===== config.mk =====
export PLATFORM = sky130hd
export DESIGN_NAME = hazard_ctrl_flat
export DESIGN_NICKNAME = d
export VERILOG_FILES = /design/src/rtl/hazard_pkg.sv /design/src/rtl/hazard_ctrl_if.sv /design/src/rtl/md_sequencer.sv /design/src/rtl/hazard_ctrl.sv /design/src/flat_wrapper.sv
export SDC_FILE = /design/constraint.sdc
export NUM_CORES = 1
export LEC_CHECK = 0
export CAP_MARGIN = 20
export CORE_MARGIN = 1.5
export CORE_UTILIZATION = 40
export DETAILED_ROUTE_END_ITERATION = 6
export GPL_TIMING_DRIVEN = 0
export PLACE_DENSITY = 0.95
export SYNTH_ARGS = -nofsm -noshare
export SYNTH_HDL_FRONTEND = slang
export SYNTH_SLANG_ARGS = --single-unit

===== constraint.sdc =====
create_clock -name clk -period 5.7 [get_ports clk]
set_input_delay 1.71 -clock clk [delete_from_list [all_inputs] [get_ports clk]]
set_output_delay 1.71 -clock clk [all_outputs]
set_load 0.05 [all_outputs]

===== src/rtl/hazard_pkg.sv =====
// ---------------------------------------------------------------------------
// hazard_pkg
// Shared constants and types for the pipeline hazard controller.
//   FWD_*          : encodings of the E-stage ALU operand forwarding select
//   *_DEF          : default mul/div latencies and counter width
//   md_state_t     : state of the multi-cycle mul/div sequencer
//   reg_match()    : qualified register-dependency compare
// ---------------------------------------------------------------------------
package hazard_pkg;

   localparam logic [1:0] FWD_RF = 2'b00;   // operand from register file
   localparam logic [1:0] FWD_W  = 2'b01;   // operand from writeback stage
   localparam logic [1:0] FWD_M  = 2'b10;   // operand from memory stage

   localparam int MULT_LAT_DEF = 4;
   localparam int DIV_LAT_DEF  = 32;
   localparam int CNT_W_DEF    = 6;

   typedef enum logic [0:0] {
      MD_IDLE = 1'b0,
      MD_BUSY = 1'b1
   } md_state_t;

   // A dependency only exists when the producer actually writes and the
   // register is not $zero (writes to $zero are discarded by the RF).
   function automatic logic reg_match(input logic [4:0] src,
                                      input logic [4:0] dst,
                                      input logic       we);
      return we && (src != 5'd0) && (src == dst);
   endfunction

endpackage


===== src/rtl/hazard_ctrl_if.sv =====
// ---------------------------------------------------------------------------
// hazard_ctrl_if
// Bundle of pipeline-status inputs and stall/flush/forward outputs exchanged
// between the datapath and the hazard controller.
//   master : datapath side (drives stage status, consumes control)
//   slave  : hazard controller side
// ---------------------------------------------------------------------------
interface hazard_ctrl_if;

   // Stage status from the datapath
   logic [4:0] RsD, RtD;
   logic [4:0] RsE, RtE;
   logic [4:0] WriteRegE, WriteRegM, WriteRegW;
   logic       RegWriteE, RegWriteM, RegWriteW;
   logic       MemtoRegE, MemtoRegM;
   logic       BranchD, JumpD, PCSrcD;
   logic       MdStartE, MdOpE, MdStartD, MfhiloD;

   // Control back to the datapath
   logic       StallF, StallD;
   logic       FlushD, FlushE;
   logic       ForwardAD, ForwardBD;
   logic [1:0] ForwardAE, ForwardBE;
   logic       MdBusy, MdDone;

   modport master (
      output RsD, RtD, RsE, RtE,
      output WriteRegE, WriteRegM, WriteRegW,
      output RegWriteE, RegWriteM, RegWriteW,
      output MemtoRegE, MemtoRegM,
      output BranchD, JumpD, PCSrcD,
      output MdStartE, MdOpE, MdStartD, MfhiloD,
      input  StallF, StallD, FlushD, FlushE,
      input  ForwardAD, ForwardBD, ForwardAE, ForwardBE,
      input  MdBusy, MdDone
   );

   modport slave (
      input  RsD, RtD, RsE, RtE,
      input  WriteRegE, WriteRegM, WriteRegW,
      input  RegWriteE, RegWriteM, RegWriteW,
      input  MemtoRegE, MemtoRegM,
      input  BranchD, JumpD, PCSrcD,
      input  MdStartE, MdOpE, MdStartD, MfhiloD,
      output StallF, StallD, FlushD, FlushE,
      output ForwardAD, ForwardBD, ForwardAE, ForwardBE,
      output MdBusy, MdDone
   );

endinterface


===== src/rtl/md_sequencer.sv =====
// ---------------------------------------------------------------------------
// md_sequencer
// Occupancy tracker for the multi-cycle multiply/divide unit.
//   clk, rst : clock, asynchronous active-high reset
//   start    : mul/div instruction in E this cycle
//   op       : 0 = multiply, 1 = divide
//   busy     : unit occupied (BUSY state)
//   done     : HI/LO written at the end of this cycle (last BUSY cycle)
// A start in cycle t gives busy in t+1..t+LAT and done in t+LAT.
// ---------------------------------------------------------------------------
module md_sequencer
   import hazard_pkg::*;
#(
   parameter int MULT_LAT = MULT_LAT_DEF,
   parameter int DIV_LAT  = DIV_LAT_DEF,
   parameter int CNT_W    = CNT_W_DEF
) (
   input  logic clk,
   input  logic rst,
   input  logic start,
   input  logic op,
   output logic busy,
   output logic done
);

   // Counter is loaded with LAT-1 so that the done cycle is the one where
   // it reaches zero.
   localparam logic [CNT_W-1:0] MULT_CNT = CNT_W'(MULT_LAT - 1);
   localparam logic [CNT_W-1:0] DIV_CNT  = CNT_W'(DIV_LAT - 1);

   md_state_t        state_reg;
   logic [CNT_W-1:0] cnt_reg;

   always_ff @(posedge clk or posedge rst) begin
      if (rst) begin
         state_reg <= MD_IDLE;
         cnt_reg   <= '0;
      end else if (state_reg == MD_IDLE) begin
         if (start) begin
            state_reg <= MD_BUSY;
            cnt_reg   <= op ? DIV_CNT : MULT_CNT;
         end
      end else begin
         // A new start while busy is a protocol violation and is ignored.
         if (cnt_reg == '0) begin
            state_reg <= MD_IDLE;
         end else begin
            cnt_reg <= cnt_reg - CNT_W'(1);
         end
      end
   end

   assign busy = (state_reg == MD_BUSY);
   assign done = (state_reg == MD_BUSY) && (cnt_reg == '0);

endmodule


===== src/rtl/hazard_ctrl.sv =====
// ---------------------------------------------------------------------------
// hazard_ctrl
// Central hazard/sequencing controller for the 5-stage pipeline.
//   clk, rst : clock, asynchronous active-high reset (forces all outputs 0)
//   hz       : slave side of hazard_ctrl_if
//              inputs : D/E source regs, E/M/W destinations and write
//                       enables, load flags, branch/jump, mul/div status
//              outputs: StallF/StallD/FlushD/FlushE, D- and E-stage
//                       forwarding selects, MdBusy/MdDone
// Everything except the mul/div sequencer state is combinational.
// ---------------------------------------------------------------------------
module hazard_ctrl
   import hazard_pkg::*;
#(
   parameter int MULT_LAT = MULT_LAT_DEF,
   parameter int DIV_LAT  = DIV_LAT_DEF,
   parameter int CNT_W    = CNT_W_DEF
) (
   input  logic        clk,
   input  logic        rst,
   hazard_ctrl_if.slave hz
);

   logic       md_busy, md_done;
   logic       lwstall, brstall, mdstall, stall;
   logic       fwd_ad, fwd_bd;
   logic [1:0] fwd_ae, fwd_be;

   md_sequencer #(
      .MULT_LAT (MULT_LAT),
      .DIV_LAT  (DIV_LAT),
      .CNT_W    (CNT_W)
   ) u_md_seq (
      .clk   (clk),
      .rst   (rst),
      .start (hz.MdStartE),
      .op    (hz.MdOpE),
      .busy  (md_busy),
      .done  (md_done)
   );

   // E-stage ALU operand forwarding: the younger producer (M) wins over W.
   always_comb begin
      fwd_ae = FWD_RF;
      if (reg_match(hz.RsE, hz.WriteRegM, hz.RegWriteM))
         fwd_ae = FWD_M;
      else if (reg_match(hz.RsE, hz.WriteRegW, hz.RegWriteW))
         fwd_ae = FWD_W;

      fwd_be = FWD_RF;
      if (reg_match(hz.RtE, hz.WriteRegM, hz.RegWriteM))
         fwd_be = FWD_M;
      else if (reg_match(hz.RtE, hz.WriteRegW, hz.RegWriteW))
         fwd_be = FWD_W;
   end

   // D-stage branch comparator can only take an ALU result sitting in M.
   assign fwd_ad = reg_match(hz.RsD, hz.WriteRegM, hz.RegWriteM);
   assign fwd_bd = reg_match(hz.RtD, hz.WriteRegM, hz.RegWriteM);

   // Load-use: loaded data is not available until W.
   assign lwstall = hz.MemtoRegE &&
                    (reg_match(hz.RsD, hz.WriteRegE, hz.RegWriteE) ||
                     reg_match(hz.RtD, hz.WriteRegE, hz.RegWriteE));

   // Branch compares in D: wait for an ALU result still in E, or for a
   // load still in M.
   assign brstall = hz.BranchD &&
                    ((reg_match(hz.RsD, hz.WriteRegE, hz.RegWriteE) ||
                      reg_match(hz.RtD, hz.WriteRegE, hz.RegWriteE)) ||
                     (hz.MemtoRegM &&
                      (reg_match(hz.RsD, hz.WriteRegM, hz.RegWriteM) ||
                       reg_match(hz.RtD, hz.WriteRegM, hz.RegWriteM))));

   // HI/LO users and new mul/div ops wait while the unit is (about to be)
   // occupied; MdStartE covers the cycle before BUSY is visible.
   assign mdstall = (hz.MfhiloD || hz.MdStartD) && (hz.MdStartE || md_busy);

   assign stall = lwstall || brstall || mdstall;

   // Outputs are held at zero for the whole reset pulse.
   assign hz.StallF    = !rst && stall;
   assign hz.StallD    = !rst && stall;
   assign hz.FlushE    = !rst && stall;
   assign hz.FlushD    = !rst && (hz.PCSrcD || hz.JumpD) && !stall;
   assign hz.ForwardAD = !rst && fwd_ad;
   assign hz.ForwardBD = !rst && fwd_bd;
   assign hz.ForwardAE = rst ? 2'b00 : fwd_ae;
   assign hz.ForwardBE = rst ? 2'b00 : fwd_be;
   assign hz.MdBusy    = !rst && md_busy;
   assign hz.MdDone    = !rst && md_done;

endmodule


===== src/flat_wrapper.sv =====
// flat-port wrapper written by rule: the top's interface ports become plain ports
module hazard_ctrl_flat import hazard_pkg::*;
#(
   parameter int MULT_LAT = MULT_LAT_DEF,
   parameter int DIV_LAT  = DIV_LAT_DEF,
   parameter int CNT_W    = CNT_W_DEF
)
  (clk, rst, hz_RsD, hz_RtD, hz_RsE, hz_RtE, hz_WriteRegE, hz_WriteRegM, hz_WriteRegW, hz_RegWriteE, hz_RegWriteM, hz_RegWriteW, hz_MemtoRegE, hz_MemtoRegM, hz_BranchD, hz_JumpD, hz_PCSrcD, hz_MdStartE, hz_MdOpE, hz_MdStartD, hz_MfhiloD, hz_StallF, hz_StallD, hz_FlushD, hz_FlushE, hz_ForwardAD, hz_ForwardBD, hz_ForwardAE, hz_ForwardBE, hz_MdBusy, hz_MdDone);
  hazard_ctrl_if hz_i ();
  input  logic clk;
  input  logic rst;
  input wire logic [$bits(hz_i.RsD)-1:0] hz_RsD;
  input wire logic [$bits(hz_i.RtD)-1:0] hz_RtD;
  input wire logic [$bits(hz_i.RsE)-1:0] hz_RsE;
  input wire logic [$bits(hz_i.RtE)-1:0] hz_RtE;
  input wire logic [$bits(hz_i.WriteRegE)-1:0] hz_WriteRegE;
  input wire logic [$bits(hz_i.WriteRegM)-1:0] hz_WriteRegM;
  input wire logic [$bits(hz_i.WriteRegW)-1:0] hz_WriteRegW;
  input wire logic [$bits(hz_i.RegWriteE)-1:0] hz_RegWriteE;
  input wire logic [$bits(hz_i.RegWriteM)-1:0] hz_RegWriteM;
  input wire logic [$bits(hz_i.RegWriteW)-1:0] hz_RegWriteW;
  input wire logic [$bits(hz_i.MemtoRegE)-1:0] hz_MemtoRegE;
  input wire logic [$bits(hz_i.MemtoRegM)-1:0] hz_MemtoRegM;
  input wire logic [$bits(hz_i.BranchD)-1:0] hz_BranchD;
  input wire logic [$bits(hz_i.JumpD)-1:0] hz_JumpD;
  input wire logic [$bits(hz_i.PCSrcD)-1:0] hz_PCSrcD;
  input wire logic [$bits(hz_i.MdStartE)-1:0] hz_MdStartE;
  input wire logic [$bits(hz_i.MdOpE)-1:0] hz_MdOpE;
  input wire logic [$bits(hz_i.MdStartD)-1:0] hz_MdStartD;
  input wire logic [$bits(hz_i.MfhiloD)-1:0] hz_MfhiloD;
  output wire logic [$bits(hz_i.StallF)-1:0] hz_StallF;
  output wire logic [$bits(hz_i.StallD)-1:0] hz_StallD;
  output wire logic [$bits(hz_i.FlushD)-1:0] hz_FlushD;
  output wire logic [$bits(hz_i.FlushE)-1:0] hz_FlushE;
  output wire logic [$bits(hz_i.ForwardAD)-1:0] hz_ForwardAD;
  output wire logic [$bits(hz_i.ForwardBD)-1:0] hz_ForwardBD;
  output wire logic [$bits(hz_i.ForwardAE)-1:0] hz_ForwardAE;
  output wire logic [$bits(hz_i.ForwardBE)-1:0] hz_ForwardBE;
  output wire logic [$bits(hz_i.MdBusy)-1:0] hz_MdBusy;
  output wire logic [$bits(hz_i.MdDone)-1:0] hz_MdDone;
  assign hz_i.RsD = hz_RsD;
  assign hz_i.RtD = hz_RtD;
  assign hz_i.RsE = hz_RsE;
  assign hz_i.RtE = hz_RtE;
  assign hz_i.WriteRegE = hz_WriteRegE;
  assign hz_i.WriteRegM = hz_WriteRegM;
  assign hz_i.WriteRegW = hz_WriteRegW;
  assign hz_i.RegWriteE = hz_RegWriteE;
  assign hz_i.RegWriteM = hz_RegWriteM;
  assign hz_i.RegWriteW = hz_RegWriteW;
  assign hz_i.MemtoRegE = hz_MemtoRegE;
  assign hz_i.MemtoRegM = hz_MemtoRegM;
  assign hz_i.BranchD = hz_BranchD;
  assign hz_i.JumpD = hz_JumpD;
  assign hz_i.PCSrcD = hz_PCSrcD;
  assign hz_i.MdStartE = hz_MdStartE;
  assign hz_i.MdOpE = hz_MdOpE;
  assign hz_i.MdStartD = hz_MdStartD;
  assign hz_i.MfhiloD = hz_MfhiloD;
  assign hz_StallF = hz_i.StallF;
  assign hz_StallD = hz_i.StallD;
  assign hz_FlushD = hz_i.FlushD;
  assign hz_FlushE = hz_i.FlushE;
  assign hz_ForwardAD = hz_i.ForwardAD;
  assign hz_ForwardBD = hz_i.ForwardBD;
  assign hz_ForwardAE = hz_i.ForwardAE;
  assign hz_ForwardBE = hz_i.ForwardBE;
  assign hz_MdBusy = hz_i.MdBusy;
  assign hz_MdDone = hz_i.MdDone;
  hazard_ctrl #(.MULT_LAT(MULT_LAT), .DIV_LAT(DIV_LAT), .CNT_W(CNT_W)) u_core (.clk(clk), .rst(rst), .hz(hz_i));
endmodule

Word-level counts from Yosys, hierarchy flattened
Cells that the tools add are included.

storage, ports and cells
  output and inout port bits = 12
  bits in registers = 7
  logic and storage cells = 70

cells by class
  $add $sub $neg = 1
  eq/ne operators = 9
  reduce and logical (&&, ||, !) cells = 45
  multiplexer cells = 13

operators with widths
  kind                 count
  $eq 5x5->1           8
  $logic_and 1x1->1    28
  $reduce_bool 5->1    4
  $mux 6               3
  $logic_or 1x1->1     8
  $mux 2               4
  $logic_not 6->1      1
  $sub 6x1->6 const B  1
  $mux 1               5
  $mux 5               1
  $logic_not 1->1      2
  $ne 2x2->1 const B   1
  $reduce_and 2->1     1
  $reduce_bool 2->1    1

Longest topological paths before layout
  depth after elaboration = 11
  mapped depth = 7

Modules after synthesis
Synthesis repeated with hierarchy kept, for this count alone.

unflattened totals
  cells, all modules = 129
  area, all modules = 1049.8 um^2

by module, submodules not included
  module        seq. area each (um^2)  instances  cells an instance  area an instance (um^2)
  hazard_ctrl   0.0                    1          85                 631.9
  md_sequencer  175.2                  1          44                 417.9

Least setup slack after synthesis
No wires, ideal clock.

  path kind = input to output
  start = input hz_RsE[1]
  end = output hz_ForwardAE[0]
  stages on the path = 4
  data required time = 3.990 ns
  slack = 0.043 ns
  data arrival time = 3.947 ns
  cell sequence = or4_1 > nor2_1 > nor4_1 > nor4_1

between the ends
  cells in the longest elaborated chain, start to end = 6
  elaborated cells between the ends (all ways) = 10

RTL lines
  what                             line                RTL
  from (decl)                      flat_wrapper.sv:14  input wire logic [$bits(hz_i.RsE)-1:0] hz_RsE;
  $reduce_bool 5->1                hazard_pkg.sv:29    return we && (src != 5'd0) && (src == dst);
  $logic_and 1x1->1 (2 in series)  hazard_pkg.sv:29
  $mux 1                           hazard_ctrl.sv:47   else if (reg_match(hz.RsE, hz.WriteRegW, hz.RegWriteW))
  $mux 2 *                         hazard_ctrl.sv:45   if (reg_match(hz.RsE, hz.WriteRegM, hz.RegWriteM))
  $mux 2 *                         hazard_ctrl.sv:88   assign hz.ForwardAE = rst ? 2'b00 : fwd_ae;
  to (decl)                        flat_wrapper.sv:37  output wire logic [$bits(hz_i.ForwardAE)-1:0] hz_ForwardAE;

Every way passes the cells marked *; elsewhere a longest branch is shown, timed or not.

Worst setup path in the final report
  start = input hz_RsD[0]
  end = output hz_FlushE

between the ends
  cells in the longest elaborated chain, start to end = 10
  elaborated cells between the ends (all ways) = 16

RTL lines
  what                              line                RTL
  from (decl)                       flat_wrapper.sv:12  input wire logic [$bits(hz_i.RsD)-1:0] hz_RsD;
  $reduce_bool 5->1                 hazard_pkg.sv:29
  $logic_and 1x1->1 (2 in series)   hazard_pkg.sv:29
  $logic_or 1x1->1                  hazard_ctrl.sv:72   (reg_match(hz.RsD, hz.WriteRegM, hz.RegWriteM) ||
  $logic_and 1x1->1                 hazard_ctrl.sv:71   (hz.MemtoRegM &&
  $logic_or 1x1->1                  hazard_ctrl.sv:70   reg_match(hz.RtD, hz.WriteRegE, hz.RegWriteE)) ||
  $logic_and 1x1->1                 hazard_ctrl.sv:68   assign brstall = hz.BranchD &&
  $logic_or 1x1->1 * (2 in series)  hazard_ctrl.sv:79   assign stall = lwstall || brstall || mdstall;
  $logic_and 1x1->1 *               hazard_ctrl.sv:84   assign hz.FlushE = !rst && stall;
  to (decl)                         flat_wrapper.sv:34  output wire logic [$bits(hz_i.FlushE)-1:0] hz_FlushE;

Marks and branches as above.

==> flow_summary.html <==
<table>
<tr><th>Metric</th><th>Value</th></tr>
<tr><th colspan="2">Outcome</th></tr>
<tr><td>Result of the run</td><td>complete, no violations</td></tr>
<tr><th colspan="2">Global route</th></tr>
<tr><td>Largest net degree at the start of global routing</td><td>11</td></tr>
<tr><td>GR Overflow Total</td><td>0</td></tr>
<tr><td>Global-route total usage across every layer</td><td>a little under a quarter</td></tr>
<tr><td>Wire length of the first global-routing pass</td><td>5.02 mm</td></tr>
<tr><td>Via count of the first global-routing pass</td><td>1,225</td></tr>
<tr><td>Number of antenna violations at the first check in global routing</td><td>0</td></tr>
<tr><th colspan="2">Setup path</th></tr>
<tr><td>Crit Path Category</td><td>in -&gt; out</td></tr>
<tr><td>Req. time, crit path</td><td>around 4000 ps</td></tr>
<tr><td>Cell with the largest stage delay on the worst path</td><td>sky130_fd_sc_hd__or4_1</td></tr>
<tr><td>Slowest cell delay on critical path</td><td>between 500 and 600 ps</td></tr>
<tr><td>CP Cell Sequence</td><td>clkdlybuf4s50_1, or4_1, nor2_1, nor4_1, o221ai_1, a31oi_1, dlygate4sd1_1</td></tr>
<tr><td>Setup crit end kind</td><td>primary output</td></tr>
<tr><td>Sum of buffers and inverters on the critical path</td><td>2</td></tr>
<tr><td>Critical path data arrival time</td><td>between 3000 and 4000 ps</td></tr>
<tr><td>Kind of start point of the critical path</td><td>primary input</td></tr>
<tr><td>Maximum fanout along the worst path</td><td>3</td></tr>
<tr><td>CP top delay family</td><td>buffers and inverters</td></tr>
<tr><th colspan="2">Detailed routing</th></tr>
<tr><td>Routed wirelength normalized by instance count</td><td>about 14 um</td></tr>
<tr><td>Pre-antenna DRT Iters</td><td>4</td></tr>
<tr><td>Remaining design rule violation count</td><td>0</td></tr>
<tr><td>Total Routed Length</td><td>approximately 3.1 mm</td></tr>
<tr><td>Count of vias placed by the detailed router</td><td>~1,200</td></tr>
<tr><td>Routed via count divided by cell count</td><td>about 5.4</td></tr>
<tr><td>Initial DRC Count</td><td>29</td></tr>
<tr><td>Post-route ant nets</td><td>0</td></tr>
<tr><th colspan="2">STA</th></tr>
<tr><td>Final setup violating endpoints</td><td>0</td></tr>
<tr><td>Upper clock frequency limit</td><td>~180 MHz</td></tr>
<tr><td>Worst rel slew slack</td><td>66.5%</td></tr>
<tr><td>Post-route fraction of the period consumed by the critical path</td><td>~100%</td></tr>
<tr><td>Setup repair after global routing missed its margin</td><td>yes</td></tr>
<tr><td>Transition time of the tightest slew-check pin</td><td>approximately 500 ps</td></tr>
<tr><td>Crit path time final</td><td>approximately 5600 ps</td></tr>
<tr><td>Final setup margin</td><td>127 ps</td></tr>
<tr><td>Final-report max-slew violation count</td><td>0</td></tr>
<tr><td>Final setup skew</td><td>2.43 ps</td></tr>
<tr><td>Number of failing hold endpoints at the final stage</td><td>0</td></tr>
<tr><th colspan="2">Die</th></tr>
<tr><td>Initial Util</td><td>41.6%</td></tr>
<tr><td>FP Rows</td><td>18</td></tr>
<tr><td>DIE AREA</td><td>about 2800 um^2</td></tr>
<tr><td>I/O pin count</td><td>61</td></tr>
<tr><td>Core area</td><td>approximately 2400 um^2</td></tr>
<tr><td>Chip Height</td><td>about 53 um</td></tr>
<tr><td>Chip width</td><td>roughly 53 um</td></tr>
<tr><th colspan="2">Yosys</th></tr>
<tr><td>Leading area contributor after synthesis</td><td>sky130_fd_sc_hd__xnor2_1</td></tr>
<tr><td>Number of warnings issued by yosys</td><td>0</td></tr>
<tr><td>Flop and latch count out of synthesis</td><td>7</td></tr>
<tr><td>Sequential element share of the synthesized area</td><td>between 10% and 20%</td></tr>
<tr><td>Post-synth top flop</td><td>sky130_fd_sc_hd__dfrtp_1</td></tr>
<tr><td>Syn Area/Cell</td><td>about 7.8 um^2</td></tr>
<tr><td>Number of flops mapped to enable cells by yosys</td><td>0</td></tr>
<tr><td>Area share of the largest cell type after synthesis</td><td>27.7%</td></tr>
<tr><td>Count of different cell masters after synthesis</td><td>32</td></tr>
<tr><td>Proportion of register bits with asynchronous set or reset after synthesis</td><td>100%</td></tr>
<tr><td>Synthesized area</td><td>roughly 1000 um^2</td></tr>
<tr><td>Ranking of synthesized cells by area</td><td>sky130_fd_sc_hd__xnor2_1, sky130_fd_sc_hd__dfrtp_1, sky130_fd_sc_hd__xor2_1</td></tr>
<tr><td>Post-Syn Nets</td><td>180</td></tr>
<tr><td>Mapped Cells</td><td>130</td></tr>
<tr><th colspan="2">Placement</th></tr>
<tr><td>Routability cong.</td><td>roughly 0.81</td></tr>
<tr><td>Total placed instance area</td><td>between 1500 and 2000 um^2</td></tr>
<tr><td>Post-Place Setup Slack</td><td>-281 ps</td></tr>
<tr><td>Dpl hpwl</td><td>2.70 mm</td></tr>
<tr><td>IO buf count</td><td>57</td></tr>
<tr><th colspan="2">CTS</th></tr>
<tr><td>Latest clock arrival within the worst-skew pair</td><td>between 200 and 300 ps</td></tr>
<tr><td>Buffer cell driving the clock tree root</td><td>sky130_fd_sc_hd__clkbuf_4</td></tr>
<tr><td>Clock sink count</td><td>7</td></tr>
<tr><td>Clock tree from TritonCTS</td><td>built</td></tr>
<tr><td>Number of hold buffers added after CTS</td><td>0</td></tr>
<tr><td>Number of CTS-inserted buffers</td><td>3</td></tr>
<tr><td>Clock buffer depth</td><td>2</td></tr>
<tr><td>Worst-path clk slew</td><td>about 50 ps</td></tr>
<tr><td>H-tree depth</td><td>1</td></tr>
<tr><th colspan="2">Layout</th></tr>
<tr><td>Filler cell count</td><td>between 200 and 250</td></tr>
<tr><td>Share of cells above drive strength 1</td><td>approximately 6.3%</td></tr>
<tr><td>Total area of multi-input combinational cells</td><td>787 um^2</td></tr>
<tr><td>Total area of sequential cells</td><td>~180 um^2</td></tr>
<tr><td>Max FFs per register</td><td>6</td></tr>
<tr><td>Layout Cell Area excl Fill</td><td>between 1500 and 2000 um^2</td></tr>
<tr><td>Post-layout nets</td><td>~240</td></tr>
<tr><td>Area added between synthesis and finish</td><td>61.4%</td></tr>
<tr><td>Number of antenna cells inserted</td><td>0</td></tr>
<tr><th colspan="2">Power and ir drop</th></tr>
<tr><td>Peak supply drop</td><td>0.147 mV</td></tr>
<tr><td>Cell leakage power</td><td>around 0.6 nW</td></tr>
<tr><td>PD cells</td><td>slightly above 200 nW/um^2</td></tr>
<tr><th colspan="2">Worst hold path</th></tr>
<tr><td>Hold/Removal Path Class</td><td>reg -&gt; reg</td></tr>
<tr><th colspan="2">Job</th></tr>
<tr><td>Max Cap Violations</td><td>0</td></tr>
</table>
-- cells in the mapped netlist, types with 3 or more instances --
library cell	n
sky130_fd_sc_hd__nand2_1	10
sky130_fd_sc_hd__o21ai_0	4
sky130_fd_sc_hd__xnor2_1	32
sky130_fd_sc_hd__nor2b_1	3
sky130_fd_sc_hd__nand4_1	6
sky130_fd_sc_hd__a21oi_1	7
sky130_fd_sc_hd__xor2_1	8
sky130_fd_sc_hd__dfrtp_1	7
sky130_fd_sc_hd__nor2_1	4
sky130_fd_sc_hd__nor3_1	4
sky130_fd_sc_hd__inv_1	4
sky130_fd_sc_hd__nand3_1	3
sky130_fd_sc_hd__or4_1	4
sky130_fd_sc_hd__clkbuf_1	5
sky130_fd_sc_hd__nor4_1	8
-- power by group --
group	switching [mW]	internal (mW)	leakage [nW]	total, mW
combinational	0.0957	0.0964	0.507	0.192
clock	0.0188	0.0267	0.0150	0.0456
sequential	0.0240	0.0734	0.0780	0.0974
total	0.139	0.197	0.600	0.335
-- metal layers --
metal | GRT usage (%) | wire, um | vias to the layer above
met2 | 48.4 | 1720 | 54
met5 | 0 | 0 | -
met3 | 2.26 | 198 | 7
met4 | 9.83 | 53 | 0
met1 | 24.2 | 1110 | 545
li1 | - | - | 589
-- stage by stage --
step | hold slack, ps | cells | utilization [%] | power [mW] | TNS, ps
final | 520 | 221 | 67.1 | 0.335 | 0
after global routing | 534 | 221 | 67.1 | 0.363 | -99.0
after CTS | 521 | 221 | 67.4 | 0.336 | 0
after detailed placement | 515 | 217 | 66.6 | 0.291 | -1170
after global placement | 483 | 217 | 66.6 | 0.276 | -722
after floorplan | 465 | 130 | - | 0.215 | 0
-- worst paths after layout --
| kind | from | end | slack [ps] | cells after the start |
|---|---|---|---|---|
| setup / recovery | hz_RsD[0] | hz_FlushE | 130 | 7 |
| hold / removal | u_core.u_md_seq.cnt_reg[0] | u_core.u_md_seq.cnt_reg[0] | 520 | 1 |
| setup reg to reg | u_core.u_md_seq.cnt_reg[0] | u_core.u_md_seq.cnt_reg[3] | 3780 | 7 |
| hold reg to reg | u_core.u_md_seq.cnt_reg[0] | u_core.u_md_seq.cnt_reg[0] | 520 | 1 |
| max in group asynchronous | rst | u_core.u_md_seq.cnt_reg[1] | 3560 | 2 |
| min in group asynchronous | rst | u_core.u_md_seq.busy | 1900 | 2 |
-- logic make-up after synthesis --
group	Yosys count	share of synthesized area, %
DFF	7	17.3
muxes	2	2.10
xor gates and xnor gates	40	34.7
adders and majority gates	1	1.24
buffers and inverters	11	4.83
and+or+nand+nor	50	28.7
AOI/OAI and AO/OA	19	11.1
-- repair_timing --
item,4_1_cts,5_1_grt
gates cloned,0,0
pin swaps,0,0
resized for setup,9,5
buffers inserted,0,0
endpoints found under the setup margin,6,3
-- worst register-to-register path: stages, from the launching register on --
cell	delay (ps)
sky130_fd_sc_hd__dfrtp_1	400
sky130_fd_sc_hd__inv_1	70
sky130_fd_sc_hd__ha_1	230
sky130_fd_sc_hd__nand2b_4	80
sky130_fd_sc_hd__or4_4	450
sky130_fd_sc_hd__mux2_2	360
sky130_fd_sc_hd__a21oi_1	160
sky130_fd_sc_hd__a21oi_1	60
-- area by class of cell --
class	count	share of cell area (%)
repair buffers	57	34.1
flip-flops and latches	7	10.7
multi-input cells	112	48.2
well taps	30	2.30
plain buffers	7	2.07
clock buffers	4	1.61
inverters	4	0.920
-- layout by cell type (no fill, tap or decap), types with 3 or more instances in the layout --
cell type / count
sky130_fd_sc_hd__a21oi_1: 7
sky130_fd_sc_hd__clkdlybuf4s50_1: 51
sky130_fd_sc_hd__nor4_1: 8
sky130_fd_sc_hd__nand4_1: 6
sky130_fd_sc_hd__nor2b_1: 3
sky130_fd_sc_hd__o21ai_0: 4
sky130_fd_sc_hd__dfrtp_1: 7
sky130_fd_sc_hd__xnor2_1: 32
sky130_fd_sc_hd__clkbuf_4: 3
sky130_fd_sc_hd__nor2_1: 4
sky130_fd_sc_hd__inv_1: 4
sky130_fd_sc_hd__buf_4: 4
sky130_fd_sc_hd__nand3_1: 3
sky130_fd_sc_hd__or4_1: 4
sky130_fd_sc_hd__clkbuf_1: 6
sky130_fd_sc_hd__xor2_1: 8
sky130_fd_sc_hd__nor3_1: 4
sky130_fd_sc_hd__nand2_1: 10
No activity file was read; power rests on OpenSTA's default activity.
